### src/rtl/gcd_dispatch.sv
// gcd_dispatch: buffers operand pairs in a small FIFO and issues them one
// at a time to a downstream GCD core. Only one pair is outstanding at a time.
// The next pair is issued after the core reports that its result is complete.
module gcd_dispatch #(
   parameter int WIDTH = 32,
   parameter int DEPTH = 4
) (
   input  logic                     clk,
   input  logic                     reset,
   input  logic                     in_valid,
   output logic                     in_ready,
   input  logic [WIDTH-1:0]         in_x,
   input  logic [WIDTH-1:0]         in_y,
   input  logic                     core_input_ready,
   output logic                     core_input_valid,
   output logic [WIDTH-1:0]         core_x,
   output logic [WIDTH-1:0]         core_y,
   input  logic                     core_output_valid,
   output logic [$clog2(DEPTH):0]   count,
   output logic                     busy,
   output logic                     err
);

   localparam int PW = $clog2(DEPTH);
   localparam int CW = PW + 1;
   localparam logic [CW-1:0] FULL_COUNT = CW'(DEPTH);
   localparam logic [CW-1:0] ZERO_COUNT = {CW{1'b0}};
   localparam logic [CW-1:0] ONE_COUNT  = CW'(1);
   localparam logic [PW-1:0] ONE_PTR    = PW'(1);

   typedef enum logic [1:0] {
      IDLE  = 2'b00,
      ISSUE = 2'b01,
      WAIT  = 2'b10
   } state_t;

   state_t                 state_r;
   state_t                 state_s;

   logic [2*WIDTH-1:0]     mem_r [DEPTH];
   logic [PW-1:0]          wr_ptr_r;
   logic [PW-1:0]          rd_ptr_r;
   logic [CW-1:0]          count_r;
   logic [CW-1:0]          count_s;
   logic [2*WIDTH-1:0]     head_s;

   logic [WIDTH-1:0]       core_x_r;
   logic [WIDTH-1:0]       core_y_r;
   logic                   issue_r;
   logic                   busy_r;
   logic                   err_r;

   logic                   full_s;
   logic                   push_s;
   logic                   pop_s;
   logic                   err_set_s;

   // The full flag comes from the registered count alone, so a pop in the
   // same cycle never opens a slot for a simultaneous push.
   assign full_s   = (count_r == FULL_COUNT);
   assign in_ready = ~full_s;
   assign push_s   = in_valid & ~full_s;
   // Pop only from the registered count: a pair pushed this cycle is not
   // visible to the issue logic until the following edge (no bypass).
   assign pop_s    = (state_r == IDLE) & (count_r != ZERO_COUNT) & core_input_ready;
   assign head_s   = mem_r[rd_ptr_r];

   assign count            = count_r;
   assign core_x           = core_x_r;
   assign core_y           = core_y_r;
   assign core_input_valid = issue_r;
   assign busy             = busy_r;
   assign err              = err_r;

   // Next-state logic for the issue FSM.
   always_comb begin
      state_s = state_r;
      case (state_r)
         IDLE: begin
            if (pop_s) begin
               state_s = ISSUE;
            end else begin
               state_s = IDLE;
            end
         end
         ISSUE: begin
            state_s = WAIT;
         end
         WAIT: begin
            if (core_output_valid) begin
               state_s = IDLE;
            end else begin
               state_s = WAIT;
            end
         end
         default: begin
            state_s = IDLE;
         end
      endcase
   end

   // Next occupancy: a push and a pop in the same cycle cancel out.
   always_comb begin
      count_s = count_r;
      case ({push_s, pop_s})
         2'b10:   count_s = count_r + ONE_COUNT;
         2'b01:   count_s = count_r - ONE_COUNT;
         default: count_s = count_r;
      endcase
   end

   // Protocol errors: a result arriving while no pair is being waited on,
   // or a producer offering a pair into a full FIFO (that pair is dropped).
   always_comb begin
      err_set_s = 1'b0;
      if (core_output_valid && ((state_r == IDLE) || (state_r == ISSUE))) begin
         err_set_s = 1'b1;
      end else if (in_valid && full_s) begin
         err_set_s = 1'b1;
      end else begin
         err_set_s = 1'b0;
      end
   end

   // FSM state register.
   always_ff @(posedge clk) begin
      if (reset) begin
         state_r <= IDLE;
      end else begin
         state_r <= state_s;
      end
   end

   // FIFO storage; contents need no reset because the pointers define validity.
   always_ff @(posedge clk) begin
      if (push_s) begin
         mem_r[wr_ptr_r] <= {in_x, in_y};
      end
   end

   // FIFO pointers and occupancy; pointers wrap naturally at DEPTH.
   always_ff @(posedge clk) begin
      if (reset) begin
         wr_ptr_r <= {PW{1'b0}};
         rd_ptr_r <= {PW{1'b0}};
         count_r  <= ZERO_COUNT;
      end else begin
         if (push_s) begin
            wr_ptr_r <= wr_ptr_r + ONE_PTR;
         end
         if (pop_s) begin
            rd_ptr_r <= rd_ptr_r + ONE_PTR;
         end
         count_r <= count_s;
      end
   end

   // Operand registers: loaded only at the issuing edge and held until the next one.
   always_ff @(posedge clk) begin
      if (reset) begin
         core_x_r <= {WIDTH{1'b0}};
         core_y_r <= {WIDTH{1'b0}};
      end else if (pop_s) begin
         core_x_r <= head_s[2*WIDTH-1:WIDTH];
         core_y_r <= head_s[WIDTH-1:0];
      end
   end

   // Registered status outputs, decoded from the next state so they line up with state_r.
   always_ff @(posedge clk) begin
      if (reset) begin
         issue_r <= 1'b0;
         busy_r  <= 1'b0;
      end else begin
         issue_r <= (state_s == ISSUE);
         busy_r  <= (state_s != IDLE);
      end
   end

   // Sticky error flag, cleared only by reset.
   always_ff @(posedge clk) begin
      if (reset) begin
         err_r <= 1'b0;
      end else if (err_set_s) begin
         err_r <= 1'b1;
      end
   end

endmodule

### config.mk
export PLATFORM = sky130hd
export DESIGN_NAME = gcd_dispatch
export DESIGN_NICKNAME = d
export VERILOG_FILES = /design/src/rtl/gcd_dispatch.sv
export SDC_FILE = /design/constraint.sdc
export NUM_CORES = 1
export LEC_CHECK = 0
export ABC_AREA = 1
export BUFFER_PORTS_ARGS = -buffer_cell sky130_fd_sc_hd__buf_2
export CAP_MARGIN = 20
export CORE_MARGIN = 10
export CORE_UTILIZATION = 56
export DETAILED_ROUTE_END_ITERATION = 6
export GPL_ROUTABILITY_DRIVEN = 0
export PLACE_DENSITY = 0.74
export REMOVE_ABC_BUFFERS = 1
export SYNTH_ARGS = -nofsm -noshare
export SYNTH_HDL_FRONTEND = slang
export SYNTH_SLANG_ARGS = --single-unit
### constraint.sdc
create_clock -name clk -period 9.6 [get_ports clk]
set_input_delay 0.96 -clock clk [delete_from_list [all_inputs] [get_ports clk]]
set_output_delay 0.96 -clock clk [all_outputs]
set_load 0.02 [all_outputs]
==> results.md, run 1 <==
* IO Pins at 140
* Total grt overflow at 0
* Die span in y at 178 µm
* Seq/Total Area, Yosys at 66.1%
* Switching power at 0.00145 W
* I/O Buffers at 139
* Top_reg_cell synth: edfxtp_1
* Initial drt markers at 649
* YS warnings at 0
* Worst hold path depth at 4
* Sequential fraction of design power at 43.5%
* Post-Route WL at 29.3 mm
* Dominant cells by area after synthesis: edfxtp_1, nand2_1, dfxtp_1
* Clock power frac at 30.3%
* Starting Density at 57.1%
* Relative slew margins at 29.5%
* Clk slew on worst S/H paths at 60 ps
* Power per cell area at 273 nW/µm²
* Post-Syn Instances at 1492
* Slew @ Worst Pin at 1060 ps
* CTS max path bufs at 3
* Drt first pass iters at 5
* Most instantiated library cell after synthesis: nand2_1
* EDFF count, synth at 256
* Clock buffer count from CTS at 35
* Delay-heaviest family, CP: buffers and inverters
* Outcome: completed
* Initial antenna violation count at 5
* TritonCTS clock tree: built
* # rows at 57
* Area of the multi-input gates at 3140 µm²
* Top cell type's share of synthesized area at 55.2%
* Cts repair resizes at 0
* Share of cells above drive strength 1 at 13.1%
* FILL cells at 1937
* Met3 GRT Util at 3.53%
* Die ar. at 31600 µm²
* H-Tree Depth at 2
* Hold Path Class: register to register
* Vias in the first global route at 9278
* Total number of vias at 9439
* Max FO, Critical Path at 85
* Max stage delay on crit path at 830 ps
* Largest net degree at the start of global routing at 100
* GRT Max-Usage Layer: met2
* Setup_tns at 0 ps
* Reg2reg path depth at 7
* Crit path required time at 10000 ps
* Area leader, netlist: edfxtp_1
* Met2 Use GR at 32.7%
* Internal power at 0.00290 W
* Max Cap Viol at 0
* # DRC at 0
* RSZ-0062 raised after global routing: false
* Hold Buf Count CTS at 0
* Seq. cell area at 9220 µm²
* Global-route wire length before repair at 46.8 mm
* F_max at 393 MHz
* Clk root buf: clkbuf_16
* Grt met1 use at 22.3%
* Syn-to-layout area delta at 14.3%
* Detail Route Antenna Nets at 0
* Clock Latency Late Sink at 510 ps
* WS Path Type: register to register
* Slowest cell on crit path: buf_4
* Gr usage total at 18.5%
* CTS Sinks at 332
* Async set or reset register ratio after synthesis at 0%
* Sw Share at 33.2%
* Stages on worst setup path at 7
* Post-Syn Area at 13900 µm²
* Post-synth top cells: nand2_1, inv_1, edfxtp_1, nor2_1, nand3_1
* Vias per cell at 4.80
* Netlist cell types at 19
* Worst EP arrival at 2940 ps
* #FFs+latches synth at 332
* Post-route minimum period at 2540 ps
* Final hold vios at 0
* Clk_skew at 15.3 ps
* Fin nets at 1687
* Core ar. at 24400 µm²
* CP startpoint kind: register
* Fin. max-slew vios at 0
* Final period util at 26.5%
* Mean Syn Cell Area at 9.34 µm²
* Post-CTS setup buffer count at 0
* HPWL after DPL at 16.5 mm
* Lkg Pwr at 7.71 nW
* Util after Layout at 65.3%
* Die W at 178 µm
* CP bufs+invs at 2
* Cell Chain, Critical Path: inv_4 -> buf_4 -> nand2_1 -> nand3_1 -> nand2_1 -> nor2_1 -> nor2_1
* Combinational Power Share at 26.2%
* Worst vdd ir at 0.203 mV
* Critical Path Sink Type: register
* WL/cell at 14.9 µm
* # setup viols final at 0
## worst min-delay path: stages (launching register included)
cell	delay, ps
dfxtp_1	300
inv_1	50
nand2_1	40
nand2_1	50
nor2_1	30
## cell usage in the layout, fill, tap and decap left out, drive strengths merged
master	n
clkinv	9
ha	5
o21ai	3
nor2	140
nand3	135
buf	148
edfxtp	256
a21oi	8
dfxtp	76
diode	3
fa	1
nand4	1
bufinv	2
clkbuf	51
inv	340
nand2	463
## flip-flops by register name, indices dropped and copies added, names as in the netlist
name              count
mem_r               256
core_x               32
core_y               32
count                 3
rd_ptr_r              2
state_r               2
wr_ptr_r              2
busy                  1
core_input_valid      1
err                   1
## cells by family (layout without fill, tap and decap cells)
family                   Yosys count  count (layout)  synth area share [%]
AO/OA/AOI/OAI                     11              11                 0.395
flip-flops                       332             332                  66.1
AND/OR/NAND/NOR                  739             739                  21.3
adder cells (fa/ha/maj)            6               6                 0.593
buffers and inverters            404             550                  11.7
other                              0               3                     0
## per-stage QoR
step                      hold WS (ps)  setup slack [ps]  cells  area, µm²  total power [W]
after global routing               530              6840   1964      15900          0.00462
after CTS                          509              7040   1962      15900          0.00440
final                              507              7060   1965      15900          0.00435
after detailed placement           496              6780   1899      14800          0.00307
after floorplan                    468              5040   1427      13600          0.00270
after global placement             493              6850   1899      14800          0.00303
## routing by layer
| metal | share of wire [%] | wire length (µm) |
|---|---|---|
| met1 | 42 | 12300 |
| met2 | 50 | 14800 |
| met3 | 5.3 | 1560 |
| met4 | 2.2 | 649 |
| met5 | 0.072 | 21 |
## worst paths after layout
| path | start | endpoint | slack (ps) |
|---|---|---|---|
| worst max-delay path | rd_ptr_r[0] | core_y[13] | 7060 |
| worst min-delay path | core_x[29] | core_x[29] | 510 |
| worst max register to register | rd_ptr_r[0] | core_y[13] | 7060 |
| worst min register to register | core_x[29] | core_x[29] | 510 |
## layout make-up
type | count | area share, %
inverter | 339 | 8.00
tap | 324 | 2.54
clock inverter | 12 | 0.707
clock buffer | 51 | 6.39
sequential | 332 | 57.8
antenna | 3 | 0.0471
timing repair buffer | 148 | 4.79
multi-input combinational | 756 | 19.7
## power by group through the flow
stage	registers [W]	logic, W	clock network (W)
3_3_place_gp	0.00191	0.00112	0
5_1_grt	0.00191	0.00130	0.00141
4_1_cts	0.00189	0.00116	0.00135
3_5_place_dp	0.00192	0.00115	0
6_report	0.00189	0.00114	0.00132
2_1_floorplan	0.00206	0.000646	0
Note: power is estimated with default switching activity, not from simulation.
==> run 2: changes to the inputs <==
==> constraint.sdc (replaced) <==
create_clock -name clk -period 2.6 [get_ports clk]
set_input_delay 0.26 -clock clk [delete_from_list [all_inputs] [get_ports clk]]
set_output_delay 0.26 -clock clk [all_outputs]
set_load 0.02 [all_outputs]
==> run 2 against run 1 <==
Utilization is 2.9 points higher. Sequential share of layout area is 2.4 points lower. Sequential power grew to 3.6 times the previous value. Die area stayed put. Power grew to 3.7 times the previous value. Via count is 2.1% higher. Fmax is 35% higher. Clock power grew to 3.5 times the previous value. Critical endpoint is now mem_r[3][58]. Largest cell class unchanged. Largest power group unchanged. Highest routed layer is now met4.
==> results.md, run 2 (synthesis gave the netlist of run 1 again) <==
* Max FO, Critical Path at 38 (-55%)
* Total grt overflow at 0 (unchanged)
* Total power draw at 0.0159 W (+270%)
* Hold Path Class: primary input to register
* # setup viols final at 0 (unchanged)
* Crit path required time at 2730 ps (-7270 ps)
* Total number of vias at 9636 (+2.1%)
* Die span in y at 178 µm (unchanged)
* Top routing layer in use: met4
* Power per cell area at 958 nW/µm² (+250%)
* Initial drt markers at 670 (+3.2%)
* TritonCTS clock tree: built
* Total placed instance area at 14900 µm² (+0.96%)
* Layout Cells excl Fill at 2036 (+3.6%)
* Reg with most FFs: mem_r
* Final period util at 72.4% (+46 points)
* Fin nets at 1760 (+4.3%)
* Worst vdd ir at 0.817 mV (+300%)
* Post-Route WL at 29.4 mm (+0.43%)
* IO Pins at 140 (unchanged)
* Clk_skew at 17.7 ps (+2.47 ps)
* WL/cell at 14.5 µm (-3.1%)
* I/O Buffers at 139 (unchanged)
* Clk slew on worst S/H paths at 60 ps (about the same)
* Commonest non-fill, non-tap cell in the layout: nand2_1
* Crit path from: count[1]
* Share of cells above drive strength 1 at 12.6% (-0.44 points)
* F_max at 531 MHz (+35%)
* Vias in the first global route at 9511 (+2.5%)
* Final hold vios at 0 (unchanged)
* Global-route wire length before repair at 47.7 mm (+1.9%)
* Dpl cells at 1908 (+0.47%)
* Commonest cells after routing, fill and taps aside: nand2_1, inv_1, edfxtp_1
* Clock Latency Late Sink at 520 ps (about the same)
* Post-route cell area at 16600 µm² (+4.4%)
* RSZ-0062 raised after global routing: false
* Hold Buf Count CTS at 64 (+64)
* HPWL after DPL at 17.1 mm (+3.6%)
* # rows at 57 (unchanged)
* Post-route minimum period at 1880 ps (-660 ps)
* FILL cells at 1871 (-3.4%)
* Seq. cell area at 9220 µm² (unchanged)
* Core ar. at 24400 µm² (unchanged)
* Dpl ws at 723 ps (-6060 ps)
* Vias per cell at 4.73 (-1.5%)
* Largest register FFs at 256 (unchanged)
* Drt first pass iters at 5 (unchanged)
* Final worst-path setup slack at 718 ps (-6340 ps)
* Die W at 178 µm (unchanged)
* Lkg Pwr at 7.99 nW (+3.7%)
* CTS max path bufs at 3 (unchanged)
* CTS Sinks at 332 (unchanged)
* Area of the multi-input gates at 3140 µm² (unchanged)
* Gr usage total at 18.6% (+0.043 points)
* Slew @ Worst Pin at 875 ps (-182 ps)
* Routed met2 length at 14.8 mm (-0.16%)
* WS Path Type: register to register
* Hold_ws at 53.1 ps (-454 ps)
* Starting Density at 57.1% (unchanged)
* Post-CTS setup buffer count at 0 (unchanged)
* Cts repair resizes at 0 (unchanged)
* # DRC at 0 (unchanged)
* Fin. max-slew vios at 0 (unchanged)
* Initial antenna violation count at 1 (-4)
* Worst EP arrival at 2010 ps (-930 ps)
* Wire length on met1 at 12.5 mm (+1.8%)
* Clock buffer count from CTS at 35 (unchanged)
* Syn-to-layout area delta at 19.4%
* Critical Path Sink Type: register
* Max Cap Viol at 0 (unchanged)
* Hold Startpoint: core_output_valid
* Detail Route Antenna Nets at 0 (unchanged)
* Outcome: completed
* Die ar. at 31600 µm² (unchanged)
* Clk root buf: clkbuf_16
* Critical R2R Launch: count[1]
* Met3 Wirelength at 1.64 mm (+5.5%)
* Largest net degree at the start of global routing at 133 (+33%)
* CP startpoint kind: register
* H-Tree Depth at 2 (unchanged)
* Relative slew margins at 41.7% (+12 points)
[run 2: cell types whose count changed in the layout (fill, tap and decap cells not counted), moves of 2 or more]
cell / before / now
dlygate4sd3_1: 0 / 64
clkbuf_1: 10 / 12
clkinv_1: 3 / 8
buf_4: 9 / 12
diode_2: 3 / 1
clkinvlp_4: 0 / 2
clkbuf_8: 4 / 0
clkinv_2: 6 / 2
buf_12: 0 / 6
[run 2: final timing paths]
check	endpoint	slack, ps	cells after the start
max	mem_r[3][58]	720	6
min	err	50	3
max reg2reg	mem_r[3][58]	720	6
min reg2reg	core_y[6]	510	4
[run 2: report_power, final]
| group | leakage (nW) | switching (W) | total [W] | internal, W |
|---|---|---|---|---|
| combinational | 4.51 | 0.00314 | 0.00456 | 0.00142 |
| clock | 0.504 | 0.00193 | 0.00458 | 0.00266 |
| sequential | 2.98 | 0.000281 | 0.00679 | 0.00651 |
| total | 7.99 | 0.00535 | 0.0159 | 0.0106 |
[run 2: worst max-delay path, stage by stage (launching register included)]
cell and delay, ps:
dfxtp_1 370, inv_2 80, nand3_1 160, nand2_1 90
buf_4 190, nor2_4 100, buf_4 500
[run 2: stage by stage]
step | setup TNS, ps | utilization (%)
6_report | 0 | 68.2
3_5_place_dp | 0 | 61.2
3_3_place_gp | 0 | 61.2
4_1_cts | 0 | 68.2
2_1_floorplan | -539770 | -
5_1_grt | 0 | 68.2
[run 2: cell type report]
class	instances	share of cell area, %
sequential	332	55.4
inverter	339	7.66
clock buffer	48	5.69
timing repair buffer	221	9.30
tap	324	2.44
antenna	1	0.0150
multi-input combinational	756	18.8
clock inverter	15	0.662
[run 2: layer usage]
layer	vias to the layer above	track usage, %
met5	-	0
met2	254	32.5
met1	4422	23.1
met4	0	5.56
li1	4922	-
met3	38	3.14
==> run 3: changes to the inputs <==
--- a/config.mk
+++ b/config.mk
@@ -9,7 +9,7 @@
 export BUFFER_PORTS_ARGS = -buffer_cell sky130_fd_sc_hd__buf_2
 export CAP_MARGIN = 20
 export CORE_MARGIN = 10
-export CORE_UTILIZATION = 56
+export CORE_UTILIZATION = 53
 export DETAILED_ROUTE_END_ITERATION = 6
 export GPL_ROUTABILITY_DRIVEN = 0
 export PLACE_DENSITY = 0.74
==> constraint.sdc (replaced) <==
create_clock -name clk -period 1.6 [get_ports clk]
set_input_delay 0.16 -clock clk [delete_from_list [all_inputs] [get_ports clk]]
set_output_delay 0.16 -clock clk [all_outputs]
set_load 0.02 [all_outputs]
==> run 3 against run 2 <==
The run now ends with setup timing left. Power up 69%. Design area increased by 4.3%. Sequential power rose by 63%. Global-route usage fell by 0.13 points. Flip-flop and latch count stayed put. Via count increased by 4.1%. Largest cell class unchanged. Wire length rose by 12%. Die area increased by 5.0%. Clock-buffer cell count shrank 1.
==> results.md, run 3 (synthesis gave the netlist of run 1 again) <==
* Worst EP arrival at 1870 ps (-140 ps)
* Crit path required time at 1830 ps (-900 ps)
* IO Pins at 140 (unchanged)
* Post-route minimum period at 1640 ps (-242 ps)
* Commonest cells after routing, fill and taps aside: nand2_1, inv_1, edfxtp_1
* FILL cells at 1915 (+2.4%)
* Max stage delay on crit path at 350 ps (-150 ps)
* Hold_ws at 20.7 ps (-32.4 ps)
* Total placed instance area at 15200 µm² (+1.9%)
* Critical R2R Launch: count[1]
* Die span in y at 182 µm (+2.5%)
* Post-Route WL at 33.1 mm (+12%)
* Sequential fraction of design power at 41.2% (-1.4 points)
* CP bufs+invs at 4 (+1)
* # setup viols final at 27 (+27)
* HPWL after DPL at 18.7 mm (+9.2%)
* Clk root buf: clkbuf_16
* Largest net degree at the start of global routing at 105 (-21%)
* Core ar. at 26000 µm² (+6.5%)
* Clock buffer count from CTS at 35 (unchanged)
* Commonest non-fill, non-tap cell in the layout: nand2_1
* Sw Share at 34.1% (+0.57 points)
* Combinational Power Share at 31.0% (+2.4 points)
* Max FO, Critical Path at 9 (-76%)
* Critical Path Sink Type: register
* Die ar. at 33200 µm² (+5.0%)
* # DRC at 0 (unchanged)
* I/O Buffers at 139 (unchanged)
* Total power draw at 0.0269 W (+69%)
* Worst vdd ir at 1.25 mV (+53%)
* Die W at 182 µm (+2.5%)
* Syn-to-layout area delta at 24.5%
* Slowest cell on crit path: dfxtp_2
* Vias in the first global route at 9812 (+3.2%)
* Largest register FFs at 256 (unchanged)
* Switching power at 0.00919 W (+72%)
* Share of cells above drive strength 1 at 15.6% (+3.0 points)
* Clock power frac at 27.8% (-1.0 points)
* Clk slew on worst S/H paths at 60 ps (about the same)
* Starting Density at 53.6% (-3.5 points)
* CTS max path bufs at 3 (unchanged)
* WHS Endpoint: rd_ptr_r[1]
* Delay-heaviest family, CP: buffers and inverters
* Failing checks: setup timing
* H-Tree Depth at 2 (unchanged)
* CTS Sinks at 332 (unchanged)
* Hold Startpoint: reset
* Gr usage total at 18.4% (-0.13 points)
* RSZ-0062 raised after global routing: true
* Dpl ws at -136 ps (-859 ps)
* Global-route wire length before repair at 50.1 mm (+5.1%)
* Max Cap Viol at 0 (unchanged)
* # rows at 59 (+3.5%)
* FF-to-FF setup slack at -40 ps (-760 ps)
* Lkg Pwr at 8.32 nW (+4.1%)
* Worst hold path depth at 3 (unchanged)
* Drt first pass iters at 5 (unchanged)
* Initial antenna violation count at 2 (+1)
* Util after Layout at 66.8% (-1.4 points)
* Final hold vios at 0 (unchanged)
* Clk_skew at 19.3 ps (+1.51 ps)
* TritonCTS clock tree: built
* Total number of vias at 10000 (+4.1%)
* Clock Latency Late Sink at 520 ps (about the same)
* Internal power at 0.0177 W (+68%)
* RR Endpoint: mem_r[2][33]
* Outcome: complete, but fails checks
* WL/cell at 15.8 µm (+9.3%)
* Relative slew margins at 68.9% (+27 points)
* Reg2reg path depth at 7 (+1)
* Total grt overflow at 0 (unchanged)
* Vias per cell at 4.79 (+1.2%)
* Reg with most FFs: mem_r
* Fin. max-slew vios at 0 (unchanged)
* Detail Route Antenna Nets at 0 (unchanged)
* Post-route cell area at 17400 µm² (+4.3%)
* Cell Chain, Critical Path: inv_2 -> nand3_1 -> nand2_2 -> buf_6 -> nor2_4 -> buf_4 -> bufbuf_16
* Final period util at 102% (+30 points)
* Initial drt markers at 751 (+12%)
* F_max at 610 MHz (+15%)
* Final worst-path setup slack at -39.3 ps (-758 ps)
* WS Path Type: register to register
* CP startpoint kind: register
* Power per cell area at 1550 nW/µm² (+62%)
* Slew @ Worst Pin at 467 ps (-408 ps)
* Hold Path Class: primary input to register
* Fin nets at 1807 (+2.7%)
run 3: changes by cell type in the layout (fill, tap and decap cells not counted), sizes merged:
cell and change:
buf +38, clkbuf +5, dlygate4sd3 +2, bufbuf +1, clkinvlp +1, diode +1
inv -1
run 3: tightest hold or removal path, delay by kind of cell:
family,cells,cell delay (ps)
AO/OA/AOI/OAI,1,50
buffers and inverters,2,270
run 3: area by class of cell:
class	instances	area (µm²)	share of cell area (%)
clock inverter	15	125	0.721
inverter	339	1280	7.36
sequential	332	9220	53.1
timing repair buffer	268	2210	12.7
multi-input combinational	756	3170	18.3
clock buffer	47	931	5.36
antenna	2	5.00	0.0288
tap	335	419	2.42
run 3: stage by stage:
step                      setup TNS, ps  instances
after global routing              -4680       2094
after floorplan                 -865910       1427
after global placement            -92.8       1940
final                              -767       2094
after CTS                         -28.2       2077
after detailed placement           -136       1940
run 3: how the worst max path moves through the flow:
stage / startpoint / end / slack (ps) / cells past startpoint
after global routing: state_r[1] / count[2] / -140 / 13
after CTS: state_r[1] / count[2] / -30 / 14
after detailed placement: state_r[0] / count[2] / -140 / 14
after floorplan: rd_ptr_r[0] / core_x[0] / -2960 / 6
final: count[1] / mem_r[2][33] / -40 / 7
after global placement: state_r[0] / count[2] / -90 / 14
run 3: power by group through the flow:
stage | clock network, W | registers [W] | logic (W)
global route | 0.00794 | 0.0112 | 0.00933
detailed placement | 0 | 0.0113 | 0.00766
floorplan | 0 | 0.0123 | 0.00388
finish | 0.00750 | 0.0111 | 0.00834
global placement | 0 | 0.0112 | 0.00750
CTS | 0.00758 | 0.0111 | 0.00800
run 3: routing by layer:
| layer | wire length (µm) | track usage (%) | vias up |
|---|---|---|---|
| met3 | 2070 | 3.46 | 41 |
| met1 | 13600 | 22.6 | 4664 |
| met5 | 0 | 0 | - |
| li1 | - | - | 5023 |
| met4 | 516 | 5.14 | 0 |
| met2 | 16900 | 32.5 | 306 |
run 3: repair_timing:
action / 4_1_cts / 5_1_grt
cloned: 2 / 7
setup endpoints to repair: 1 / 101
hold buffers: 66 / 0
pin swaps: 4 / 9
resized for setup: 13 / 9
setup buffers: 7 / 8
hold endpoints to repair: 261 / 0
